### config.mk
export PLATFORM = sky130hd
export DESIGN_NAME = bcd_down_counter
export DESIGN_NICKNAME = d
export VERILOG_FILES = /design/src/rtl/bcd_pkg.sv /design/src/rtl/bcd_down_digit.sv /design/src/rtl/bcd_down_counter.sv
export SDC_FILE = /design/constraint.sdc
export NUM_CORES = 1
export LEC_CHECK = 0
export BUFFER_PORTS_ARGS = -buffer_cell sky130_fd_sc_hd__buf_4
export CAP_MARGIN = 20
export CORE_AREA = 2 2 39 41
export DETAILED_ROUTE_END_ITERATION = 10
export DIE_AREA = 0 0 41 43
export GPL_TIMING_DRIVEN = 0
export HOLD_SLACK_MARGIN = 0.02
export PLACE_DENSITY = 0.77
export SYNTH_ARGS = -nofsm -noshare
export SYNTH_HDL_FRONTEND = slang
export SYNTH_HIERARCHICAL = 1
export SYNTH_SLANG_ARGS = --single-unit
### constraint.sdc
create_clock -name clk -period 1.8 [get_ports clk]
set_input_delay 0 -clock clk [delete_from_list [all_inputs] [get_ports clk]]
set_output_delay 0 -clock clk [all_outputs]
set_load 0.01 [all_outputs]
### src/rtl/bcd_pkg.sv
// Shared BCD types and limits used by the BCD counters and the 7-segment decoder.
// Latency: none, declarations and a pure helper function only.
// Backpressure: not applicable.
package bcd_pkg;

  typedef logic [3:0] bcd_digit_t;

  localparam bcd_digit_t BCD_MAX = 4'd9;
  localparam bcd_digit_t BCD_MIN = 4'd0;

  // Force an out-of-range nibble (A..F) to the largest legal BCD digit.
  function automatic bcd_digit_t bcd_clamp(input logic [3:0] d);
    return (d > BCD_MAX) ? BCD_MAX : bcd_digit_t'(d);
  endfunction

endpackage

### src/rtl/bcd_down_digit.sv
// One BCD digit of a down-counter: parallel load with clamp, decrement on borrow request.
// Latency: new digit value one clk after load/borrow_in; borrow_out is combinational.
// Backpressure: none, a borrow request is always taken in the cycle it is presented.
module bcd_down_digit
  import bcd_pkg::*;
(
  input  logic       clk,
  input  logic       reset,
  input  logic       load,
  input  bcd_digit_t load_digit,
  input  logic       borrow_in,
  output bcd_digit_t digit,
  output logic       borrow_out
);

  bcd_digit_t digit_q;
  bcd_digit_t digit_d;

  // Next digit: load wins, otherwise a decrement request steps down with 0 -> 9 wrap.
  always_comb begin
    digit_d = digit_q;
    if (load) begin
      digit_d = bcd_clamp(load_digit);
    end else if (borrow_in) begin
      digit_d = (digit_q == BCD_MIN) ? BCD_MAX : bcd_digit_t'(digit_q - 4'd1);
    end
  end

  // Digit register, cleared asynchronously while reset is low.
  always_ff @(posedge clk or negedge reset) begin
    if (!reset) begin
      digit_q <= BCD_MIN;
    end else begin
      digit_q <= digit_d;
    end
  end

  assign digit      = digit_q;
  // A decrement of a digit sitting at 0 must borrow from the next digit up.
  assign borrow_out = borrow_in & (digit_q == BCD_MIN);

endmodule

### src/rtl/bcd_down_counter.sv
// Multi-digit BCD down-counter with parallel load, zero decode and registered underflow pulse.
// Latency: count and underflow update one clk after the load/x cycle; zero is combinational.
// Backpressure: none, every x-enabled clk takes one step (load has priority over x).
module bcd_down_counter
  import bcd_pkg::*;
#(
  parameter int DIGITS = 2,
  parameter bit WRAP   = 1'b1
) (
  input  logic                clk,
  input  logic                reset,
  input  logic                load,
  input  logic [4*DIGITS-1:0] load_val,
  input  logic                x,
  output logic [4*DIGITS-1:0] bcd_out,
  output logic                zero,
  output logic                underflow
);

  logic [DIGITS:0] borrow;
  logic            step_at_zero;
  logic            underflow_q;
  logic            underflow_d;

  assign zero = (bcd_out == '0);

  // When saturating, the decrement request is suppressed at zero so the count holds.
  assign borrow[0] = x & ~load & (WRAP | ~zero);

  // Borrow ripples combinationally from the least significant digit upward.
  for (genvar g = 0; g < DIGITS; g++) begin : g_digit
    bcd_down_digit u_digit (
      .clk        (clk),
      .reset      (reset),
      .load       (load),
      .load_digit (load_val[4*g +: 4]),
      .borrow_in  (borrow[g]),
      .digit      (bcd_out[4*g +: 4]),
      .borrow_out (borrow[g+1])
    );
  end

  assign step_at_zero = x & ~load & zero;

  // With wrap enabled, a borrow falling off the top digit is exactly the step taken at zero.
  always_comb begin
    underflow_d = WRAP ? borrow[DIGITS] : step_at_zero;
  end

  // Underflow pulse register; any cycle without a step at zero clears it.
  always_ff @(posedge clk or negedge reset) begin
    if (!reset) begin
      underflow_q <= 1'b0;
    end else begin
      underflow_q <= underflow_d;
    end
  end

  assign underflow = underflow_q;

endmodule

# --- Word-level counts from Yosys, hierarchy flattened ---
# Cells that the tools add are included.
word_totals:
  reg_bits: 9
  inputBits: 12
classes:
  n_addsub: 2
  magnitude_cmp: 2
  mux: 8
  bitwise: 4
  reduce_logical: 5
op_table:
  columns: ["cell", "count"]
  rows:
  - ["two-way mux 4 bit", 8]
  - ["> comparator 4 bit, second input constant", 2]
  - ["logical NOT 4 bit", 2]
  - ["logical NOT 8 bit", 1]
  - ["subtractor 4 x 1 -> 4 bit, second input constant", 2]
  - ["nonzero test 2 bit", 2]
  - ["bitwise AND 1 bit", 3]
  - ["inverter 1 bit", 1]

# --- Logic depth before layout (Yosys ltp) ---
# Gate-level depths: netlist of the first run.
logic_depth:
  ltp_word: 5
  mapped_depth: 6

# --- By module ---
# Netlist of the first run, hierarchy kept.
by_module_without_submodules:
  columns: ["module", "n_inst", "cells_per_inst", "area_each_um2"]
  rows:
  - ["bcd_down_digit", 2, 23, 245.2]
  - ["bcd_down_counter", 1, 5, 50.0]

# --- Worst setup path before layout of the first run ---
# No wires, ideal clock.
synth_path:
  path_type: "register to register"
  from: "register g_digit[0].u_digit.digit_q[2]"
  to: "register g_digit[1].u_digit.digit_q[2]"
  setup_ns: 0.121
  t_arrival_ns: 1.513
  t_required_ns: 1.679
  slack_ns: 0.166
  path_stages_with_launch: 6
  period_less_slack_ns: 1.634
  path_cell_list: "dfrtp_1 > nor4b_4 > nor2b_1 > nor3b_2 > mux2i_1 > o21ai_1"
synth_via:
  elab_chain_len: 3
synth_lines:
  columns: ["item", "line", "text"]
  rows:
  - ["from (decl)", "bcd_down_digit.sv:16", "bcd_digit_t digit_q;"]
  - ["from (signal assigned)", "bcd_down_digit.sv:34", "digit_q <= digit_d;"]
  - ["logical NOT 4 bit", "bcd_down_digit.sv:40", "assign borrow_out = borrow_in & (digit_q == BCD_MIN);"]
  - ["bitwise AND 1 bit", "bcd_down_digit.sv:40", null]
  - ["net borrow[1]", "bcd_down_counter.sv:20", "logic [DIGITS:0] borrow;"]
  - ["nonzero test 2 bit (no line)", null, null]
  - ["to (signal assigned)", "bcd_down_digit.sv:34", null]
  - ["to (decl)", "bcd_down_digit.sv:16", null]
# The timed path passes the listed nets, and every way through them passes these cells.
# A chain may end at the register's enable or synchronous reset.

# --- Final worst setup path of the first run ---
# Same ends and word-level chain as after synthesis.

==> results of run 1 <==
## report_power, final
group	leakage, nW	switching (mW)	internal, mW
Sequential	0.111	0.0389	0.221
Combinational	0.209	0.0534	0.0825
Clock	0.0150	0.0698	0.0854
Total	0.336	0.162	0.389
## per-layer routing
| metal | vias to the layer above | GRT usage (%) |
|---|---|---|
| li1 | 252 | - |
| met1 | 235 | 23.1 |
| met2 | 11 | 25.6 |
| met3 | 2 | 3.14 |
| met4 | 0 | 10.0 |
| met5 | - | 0 |
## worst max path at each step
stage	endpoint	slack, ns
2_1_floorplan	g_digit[1].u_digit/digit[2]	0.17
3_3_place_gp	g_digit[1].u_digit/digit[2]	0.05
5_1_grt	g_digit[1].u_digit/digit[2]	0.03
6_report	g_digit[1].u_digit/digit[2]	0.15
3_5_place_dp	g_digit[1].u_digit/digit[2]	0.04
4_1_cts	g_digit[1].u_digit/digit[2]	0.03
## synthesized netlist by cell type, drive strengths merged
cell / number
nand2b: 4
mux2i: 2
nor2: 1
a21oi: 2
o21a: 2
nand3b: 2
xnor2: 4
nand2: 2
o21ai: 10
or4: 2
nor4b: 2
nor2b: 5
dfrtp: 9
a22oi: 2
nor3b: 2
## tightest hold or removal path, cell delays in order
cell      delay, ns
buf_4          0.11
nand2b_1       0.06
a22oi_1        0.08
## layout by cell type, fill, tap and decap left out, drive strengths merged
| cell type | n |
|---|---|
| nor2 | 1 |
| buf | 21 |
| dlygate4sd3 | 7 |
| nor2b | 5 |
| nand3b | 2 |
| xnor2 | 4 |
| nand2 | 2 |
| o21a | 2 |
| o21ai | 10 |
| nand2b | 4 |
| or4 | 2 |
| a21oi | 2 |
| nor3b | 2 |
| mux2i | 2 |
| clkbuf | 4 |
| dfrtp | 9 |
| a22oi | 2 |
| nor4b | 2 |
## logic make-up (layout without fill, tap and decap cells)
| logic type | Yosys count | count (layout) | synth area share [%] |
|---|---|---|---|
| xor+xnor | 4 | 4 | 6.48 |
| simple gates | 20 | 20 | 31.5 |
| compound gates | 16 | 16 | 16.7 |
| flops | 9 | 9 | 41.7 |
| mux | 2 | 2 | 3.70 |
| buf+inv | 0 | 32 | 0 |
## repair_timing
action / in CTS / in global routing
setup endpoints to repair: 0 / 3
hold buffers: 7 / 0
endpoints found under the hold margin: 15 / 0
resized for setup: 0 / 2
## stage by stage
stage / cell area (µm²) / power, mW
final: 822 / 0.551
after detailed placement: 718 / 0.385
after global placement: 718 / 0.379
after global routing: 822 / 0.590
after floorplan: 541 / 0.313
after CTS: 815 / 0.559
## sequential cells by signal (all words and copies together), names as in the netlist
signal	count
underflow	1
g_digit.u_digit/digit	8
## cell type report
type | instances | area [µm²]
multi-input cells | 42 | 323
flip-flops and latches | 9 | 225
clock buffers | 4 | 26.3
well taps | 16 | 20.0
repair buffers | 28 | 228
fillers | 115 | 562
==> flow_summary.toml, run 1 <==
[run_status]
status = "complete, no violations"

[setup_path]
crit_fanout = 6
required_ns = 1.94
r2r_start = "g_digit[0].u_digit/digit[2]"
critPathLaunchType = "flip-flop"
reg2reg_slack_ns = 0.15
critPathArrivalTime_ns = 1.79
reg2reg_depth = 5
cp.depth = 5
crit_chain = "nor4b_4 -> nor2b_4 -> nor3b_2 -> mux2i_1 -> o21ai_1"
cpPeakStageDelay_ns = 0.46
critPathLaunch = "g_digit[0].u_digit/digit[2]"
crit_family = "simple AND/OR/NAND/NOR gates"
critPathBufInv = 0
slowest_stage = "dfrtp_1"
end_kind = "flip-flop"
crit_type = "flip-flop to flip-flop"
worstReg2RegEnd = "g_digit[1].u_digit/digit[2]"

[drt]
drtIter0Drc = 13
num_vias = 500
wl_met3_um = 51
wl_met2_um = 626
drt-pass1-iter-count = 4
top_layer_used = "met4"
wire_per_inst_um = 12.8
drcViolationCount = 0
wl_met1_um = 582
via_per_inst = 5.05
drt-total-wl_um = 1270
ant_nets = 0

[clock_tree]
cts_buffers = 3
cts_root_buf = "clkbuf_4"
cts_buffer_depth = 2
htree_levels = 1
cts_tree = "built"
post_cts_buffers = 0
path_clk_slew_ns = 0.06
insertion_delay_ns = 0.26
cts_num_sinks = 9

[sta]
drv_slew = 0
fin_crit_ns = 1.65
setup_ws_ns = 0.146
timing.final.crit_share_pct = 91.9
tightest_slew_ns = 0.291
finalClockSkew_ns = 0.00410
fmax_mhz = 605
rsz0062_at_grt = "false"
fin_setup_tns_ns = 0
timing.hold.ws_ns = 0.0476
hold_violations = 0
slew_headroom_pct = 80.5
setup_viol = 0

[die]
die_width_um = 41
dieArea_um2 = 1760
die-height_um = 43
num_rows = 14
initial_core_util_pct = 39.1
core-area_um2 = 1380
io_pins = 22

[worst_hold_path]
min_path_type = "primary input to flip-flop"
hold_path_end = "g_digit[0].u_digit/digit[1]"
whs_path_depth = 3
hp-start = "load_val[1]"

[synthesis]
synth.distinct_cells = 16
syn_inst = 51
synth_area_um2 = 541
synth_top_area_share_pct = 41.7
synth_largest_area_cell = "dfrtp_1"
synth.avg_cell_area_um2 = 10.6
ys_ff_latch = 9
ys_seq_area_share_pct = 41.7
yosysWarnings = 6
synth.area.top_cells = "dfrtp_1 42%, nor4b_4 8.8%, xnor2_1 6.5%"
syn_nets = 63

[global_route]
grt_util_all_layers_pct = 17.5
grt_first_pass_wirelength_um = 2040
overflow = 0
antenna_found_initial = 0
grt_max_degree = 18
grt_pass1_vias = 479

[final_layout]
finalNonFillerCells = 99
area_delta_synth_final_pct = 52.1
n_antenna_cell = 0
final_nets = 96
final_util_pct = 59.4
drive_above_1_share_pct = 34.9

[power_and_ir_drop]
p_leak_nw = 0.336
peakVddDrop_mv = 0.344
cellPowerDensity_nw_per_um2 = 670

[placed_design]
placedCellCount = 88
numPortBuffers = 21
finalWeightedCongestion = 0.698
hpwl_um = 887
pre_cts_ws_ns = 0.0392

[flow_run]
drv_cap = 0
Note: power is estimated with default switching activity, not from simulation.
==> inputs of run 2 (changes only) <==
GPL_TIMING_DRIVEN = default   (was 0)
==> flow_summary.toml, run 2 (synthesis results as in run 1) <==
[die]
die-height_um = 43
dieArea_um2 = 1760
num_rows = 14
io_pins = 22
initial_core_util_pct = 39.1
die_width_um = 41
core-area_um2 = 1380

[clock_tree]
post_cts_buffers = 0
cts_buffer_depth = 2
htree_levels = 1
insertion_delay_ns = 0.26
cts_tree = "built"
cts_root_buf = "clkbuf_4"
cts_num_sinks = 9
cts_buffers = 3
path_clk_slew_ns = 0.07

[global_route]
overflow = 0
grt_pass1_vias = 480
grt_max_degree = 18
antenna_found_initial = 0
grt_util_all_layers_pct = 17.9
grt_first_pass_wirelength_um = 2040

[setup_path]
crit_fanout = 6
crit_type = "flip-flop to flip-flop"
end_kind = "flip-flop"
endpoint = "g_digit[1].u_digit/digit[2]"
reg2reg_slack_ns = 0.23
reg2reg_depth = 5
critPathLaunch = "g_digit[0].u_digit/digit[2]"
r2r_start = "g_digit[0].u_digit/digit[2]"
required_ns = 1.95
critPathArrivalTime_ns = 1.72
critPathLaunchType = "flip-flop"
worstReg2RegEnd = "g_digit[1].u_digit/digit[2]"

[run_status]
status = "complete, no violations"

[drt]
drt-total-wl_um = 1330
drt-pass1-iter-count = 4
drcViolationCount = 0
num_vias = 509
wire_per_inst_um = 13.1
drtIter0Drc = 12
ant_nets = 0
via_per_inst = 5.04

[final_layout]
layout_commonest_cell = "buf_4"
final_cell_area_um2 = 832
area_delta_synth_final_pct = 53.9
final_util_pct = 60.1
largest_reg_flops = 8
n_antenna_cell = 0
final_nets = 98
mostFrequentLayoutCells = "23 x buf_4, 9 x dfrtp_1, 7 x dlygate4sd3_1, 6 x o21ai_0"
drive_above_1_share_pct = 36.5

[power_and_ir_drop]
peakVddDrop_mv = 0.342
cellPowerDensity_nw_per_um2 = 667
p_leak_nw = 0.346

[worst_hold_path]
whs_path_depth = 3
hp-start = "load_val[1]"
min_path_type = "primary input to flip-flop"

[flow_run]
drv_cap = 0

[placed_design]
numPortBuffers = 21
finalWeightedCongestion = 0.662
dpl-instance-area_um2 = 733
hpwl_um = 870

[sta]
tightest_slew_ns = 0.256
drv_slew = 0
hold_violations = 0
finalClockSkew_ns = 0.00885
setup_viol = 0
timing.final.crit_share_pct = 87.1
rsz0062_at_grt = "false"
fin_setup_tns_ns = 0
fmax_mhz = 638
slew_headroom_pct = 82.9
fin_crit_ns = 1.57
## run 2: cell types whose count changed in the layout (fill, tap and decap cells not counted), sizes merged
cell | before | now
buf | 21 | 23
## run 2: final cells by class
type                    count  area, µm²
fillers                   119        552
multi-input cells          42        318
repair buffers             30        243
flip-flops and latches      9        225
clock buffers               4       26.3
well taps                  16       20.0
## run 2: worst min-delay path by stage
stage	endpoint	slack, ns
2_1_floorplan	g_digit[0].u_digit/digit[0]	-0.30
3_3_place_gp	g_digit[1].u_digit/digit[1]	-0.17
3_5_place_dp	g_digit[1].u_digit/digit[1]	-0.17
4_1_cts	g_digit[1].u_digit/digit[1]	0.03
5_1_grt	g_digit[0].u_digit/digit[1]	0.04
6_report	g_digit[0].u_digit/digit[1]	0.05
## run 2: through the flow
step                      hold WS (ns)  cells  setup slack, ns  power [mW]
after CTS                       0.0312    101            0.187       0.558
after detailed placement        -0.170     90            0.189       0.385
after global routing            0.0413    101           0.0479       0.590
after global placement          -0.171     90            0.218       0.382
final                           0.0490    101            0.232       0.555
after floorplan                 -0.296     51            0.166       0.313
## run 2: worst max-delay path, stage by stage, from the launching register on
cell and delay (ns):
dfrtp_1 0.45, nor4b_4 0.32, nor2b_2 0.21, nor3b_2 0.21, mux2i_1 0.20, o21ai_1 0.08
## run 2: per-layer routing
layer  vias to the layer above  wire length, µm  global-route usage [%]
li1                        258                -                       -
met1                       236              556                    21.7
met2                        13              679                    27.2
met3                         2               66                    1.57
met4                         0               23                    14.0
met5                         -                0                       0
## run 2: repair_timing
action                     CTS  global route
hold buffers                 7             0
hold endpoints to repair    15             0
setup endpoints to repair    0             1
gates resized for setup      0             1
## run 2: where the power goes
part / internal (mW) / total [mW] / switching (mW)
registers: 0.221 / 0.256 / 0.0357
logic: 0.0842 / 0.141 / 0.0565
clock network: 0.0854 / 0.158 / 0.0723
total: 0.390 / 0.555 / 0.165
==> inputs of run 3 (changes only) <==
CTS_BUF_LIST = sky130_fd_sc_hd__clkbuf_8   (was default)
PLACE_DENSITY = 0.74   (was 0.77)
==> flow_summary.toml, run 3 (synthesis results as in run 1) <==
[die]
core-area_um2 = 1380
initial_core_util_pct = 39.1
num_rows = 14
die-height_um = 43
io_pins = 22
die_width_um = 41
dieArea_um2 = 1760

[final_layout]
n_fill_cell = 121
final_nets = 93
drive_above_1_share_pct = 36.3
n_antenna_cell = 0
largest_reg_flops = 8
layout_commonest_cell = "buf_4"
mostFrequentLayoutCells = "22 x buf_4, 9 x dfrtp_1, 6 x o21ai_0, 5 x nor2b_1"
area_delta_synth_final_pct = 48.1

[clock_tree]
cts_buffer_depth = 2
path_clk_slew_ns = 0.05
insertion_delay_ns = 0.23
cts_num_sinks = 9
cts_tree = "built"
cts_hold_buf = 3
cts_root_buf = "clkbuf_8"
cts_resized = 0
htree_levels = 1
post_cts_buffers = 0
cts_buffers = 3

[drt]
drcViolationCount = 0
num_vias = 487
wl_met1_um = 521
ant_nets = 0
drt-pass1-iter-count = 2
via_per_inst = 5.07
top_layer_used = "met4"
drtIter0Drc = 4
drt-total-wl_um = 1200
wl_met3_um = 45
wire_per_inst_um = 12.5
wl_met2_um = 621

[run_status]
status = "complete, no violations"

[global_route]
antenna_found_initial = 0
grt_max_degree = 18
overflow = 0
grt_first_pass_wirelength_um = 2040
grt_pass1_vias = 478
grt_util_all_layers_pct = 17.2

[placed_design]
numPortBuffers = 21
finalWeightedCongestion = 0.721

[sta]
timing.final.crit_share_pct = 90.9
rsz0062_at_grt = "false"
tightest_slew_ns = 0.308
slew_headroom_pct = 79.4
finalClockSkew_ns = 0.00331
fmax_mhz = 611
setup_viol = 0
fin_crit_ns = 1.64
drv_slew = 0
fin_setup_tns_ns = 0
hold_violations = 0

[power_and_ir_drop]
p_leak_nw = 0.336
peakVddDrop_mv = 0.433
cellPowerDensity_nw_per_um2 = 769
total_power_mw = 0.616

[setup_path]
critPathArrivalTime_ns = 1.75
end_kind = "flip-flop"
crit_type = "flip-flop to flip-flop"
crit_chain = "nor4b_4 -> nor2b_1 -> nor3b_2 -> mux2i_1 -> o21ai_1"
required_ns = 1.92
cpPeakStageDelay_ns = 0.44
critPathLaunchType = "flip-flop"
crit_fanout = 6
slowest_stage = "dfrtp_1"

[worst_hold_path]
min_path_type = "primary input to flip-flop"

[flow_run]
drv_cap = 0
[run 3: final cells by class]
class / instances / area, µm² / share of cell area, %
multi-input combinational: 42 / 315 / 39.4
sequential: 9 / 225 / 28.1
timing repair buffer: 25 / 195 / 24.4
clock buffer: 3 / 41.3 / 5.16
tap: 16 / 20.0 / 2.50
clock inverter: 1 / 3.75 / 0.469
[run 3: path summary, 6_finish.rpt]
check                                            start                           to  slack [ns]  cells after the start
hold reg to reg            g_digit[1].u_digit/digit[3]                    underflow        0.52                      1
hold / removal                             load_val[4]  g_digit[1].u_digit/digit[0]        0.02                      3
min in group asynchronous                        reset  g_digit[0].u_digit/digit[1]        0.13                      2
setup reg to reg           g_digit[0].u_digit/digit[2]  g_digit[1].u_digit/digit[2]        0.16                      5
max in group asynchronous                        reset  g_digit[1].u_digit/digit[0]        1.54                      2
setup / recovery           g_digit[0].u_digit/digit[2]  g_digit[1].u_digit/digit[2]        0.16                      5
[run 3: metal layers]
layer	vias up	GRT usage, %
li1	243	-
met5	-	0
met4	0	6.00
met2	9	25.3
met1	233	22.4
met3	2	6.28
[run 3: report_power, final]
| group | total [mW] | switching [mW] | internal, mW |
|---|---|---|---|
| registers | 0.257 | 0.0357 | 0.222 |
| logic | 0.129 | 0.0523 | 0.0769 |
| clock network | 0.230 | 0.0811 | 0.149 |
[run 3: per-stage QoR]
stage          cells  hold WS [ns]  instance area (µm²)  setup slack [ns]  util [%]
6_report          96        0.0157                  801             0.164      57.9
5_1_grt           96        0.0397                  801            0.0298      57.9
4_1_cts           96        0.0239                  801             0.132      57.9
3_5_place_dp      89        -0.167                  726             0.137      52.4
3_3_place_gp      89        -0.170                  726             0.219      52.4
2_1_floorplan     51        -0.296                  541             0.166         -
[run 3: worst max-delay path: cells and delay by family, from the launching register on]
family             cells  cell delay (ns)
DFF                    1             0.44
AOI/OAI and AO/OA      1             0.07
muxes                  1             0.21
and+or+nand+nor        3             0.80
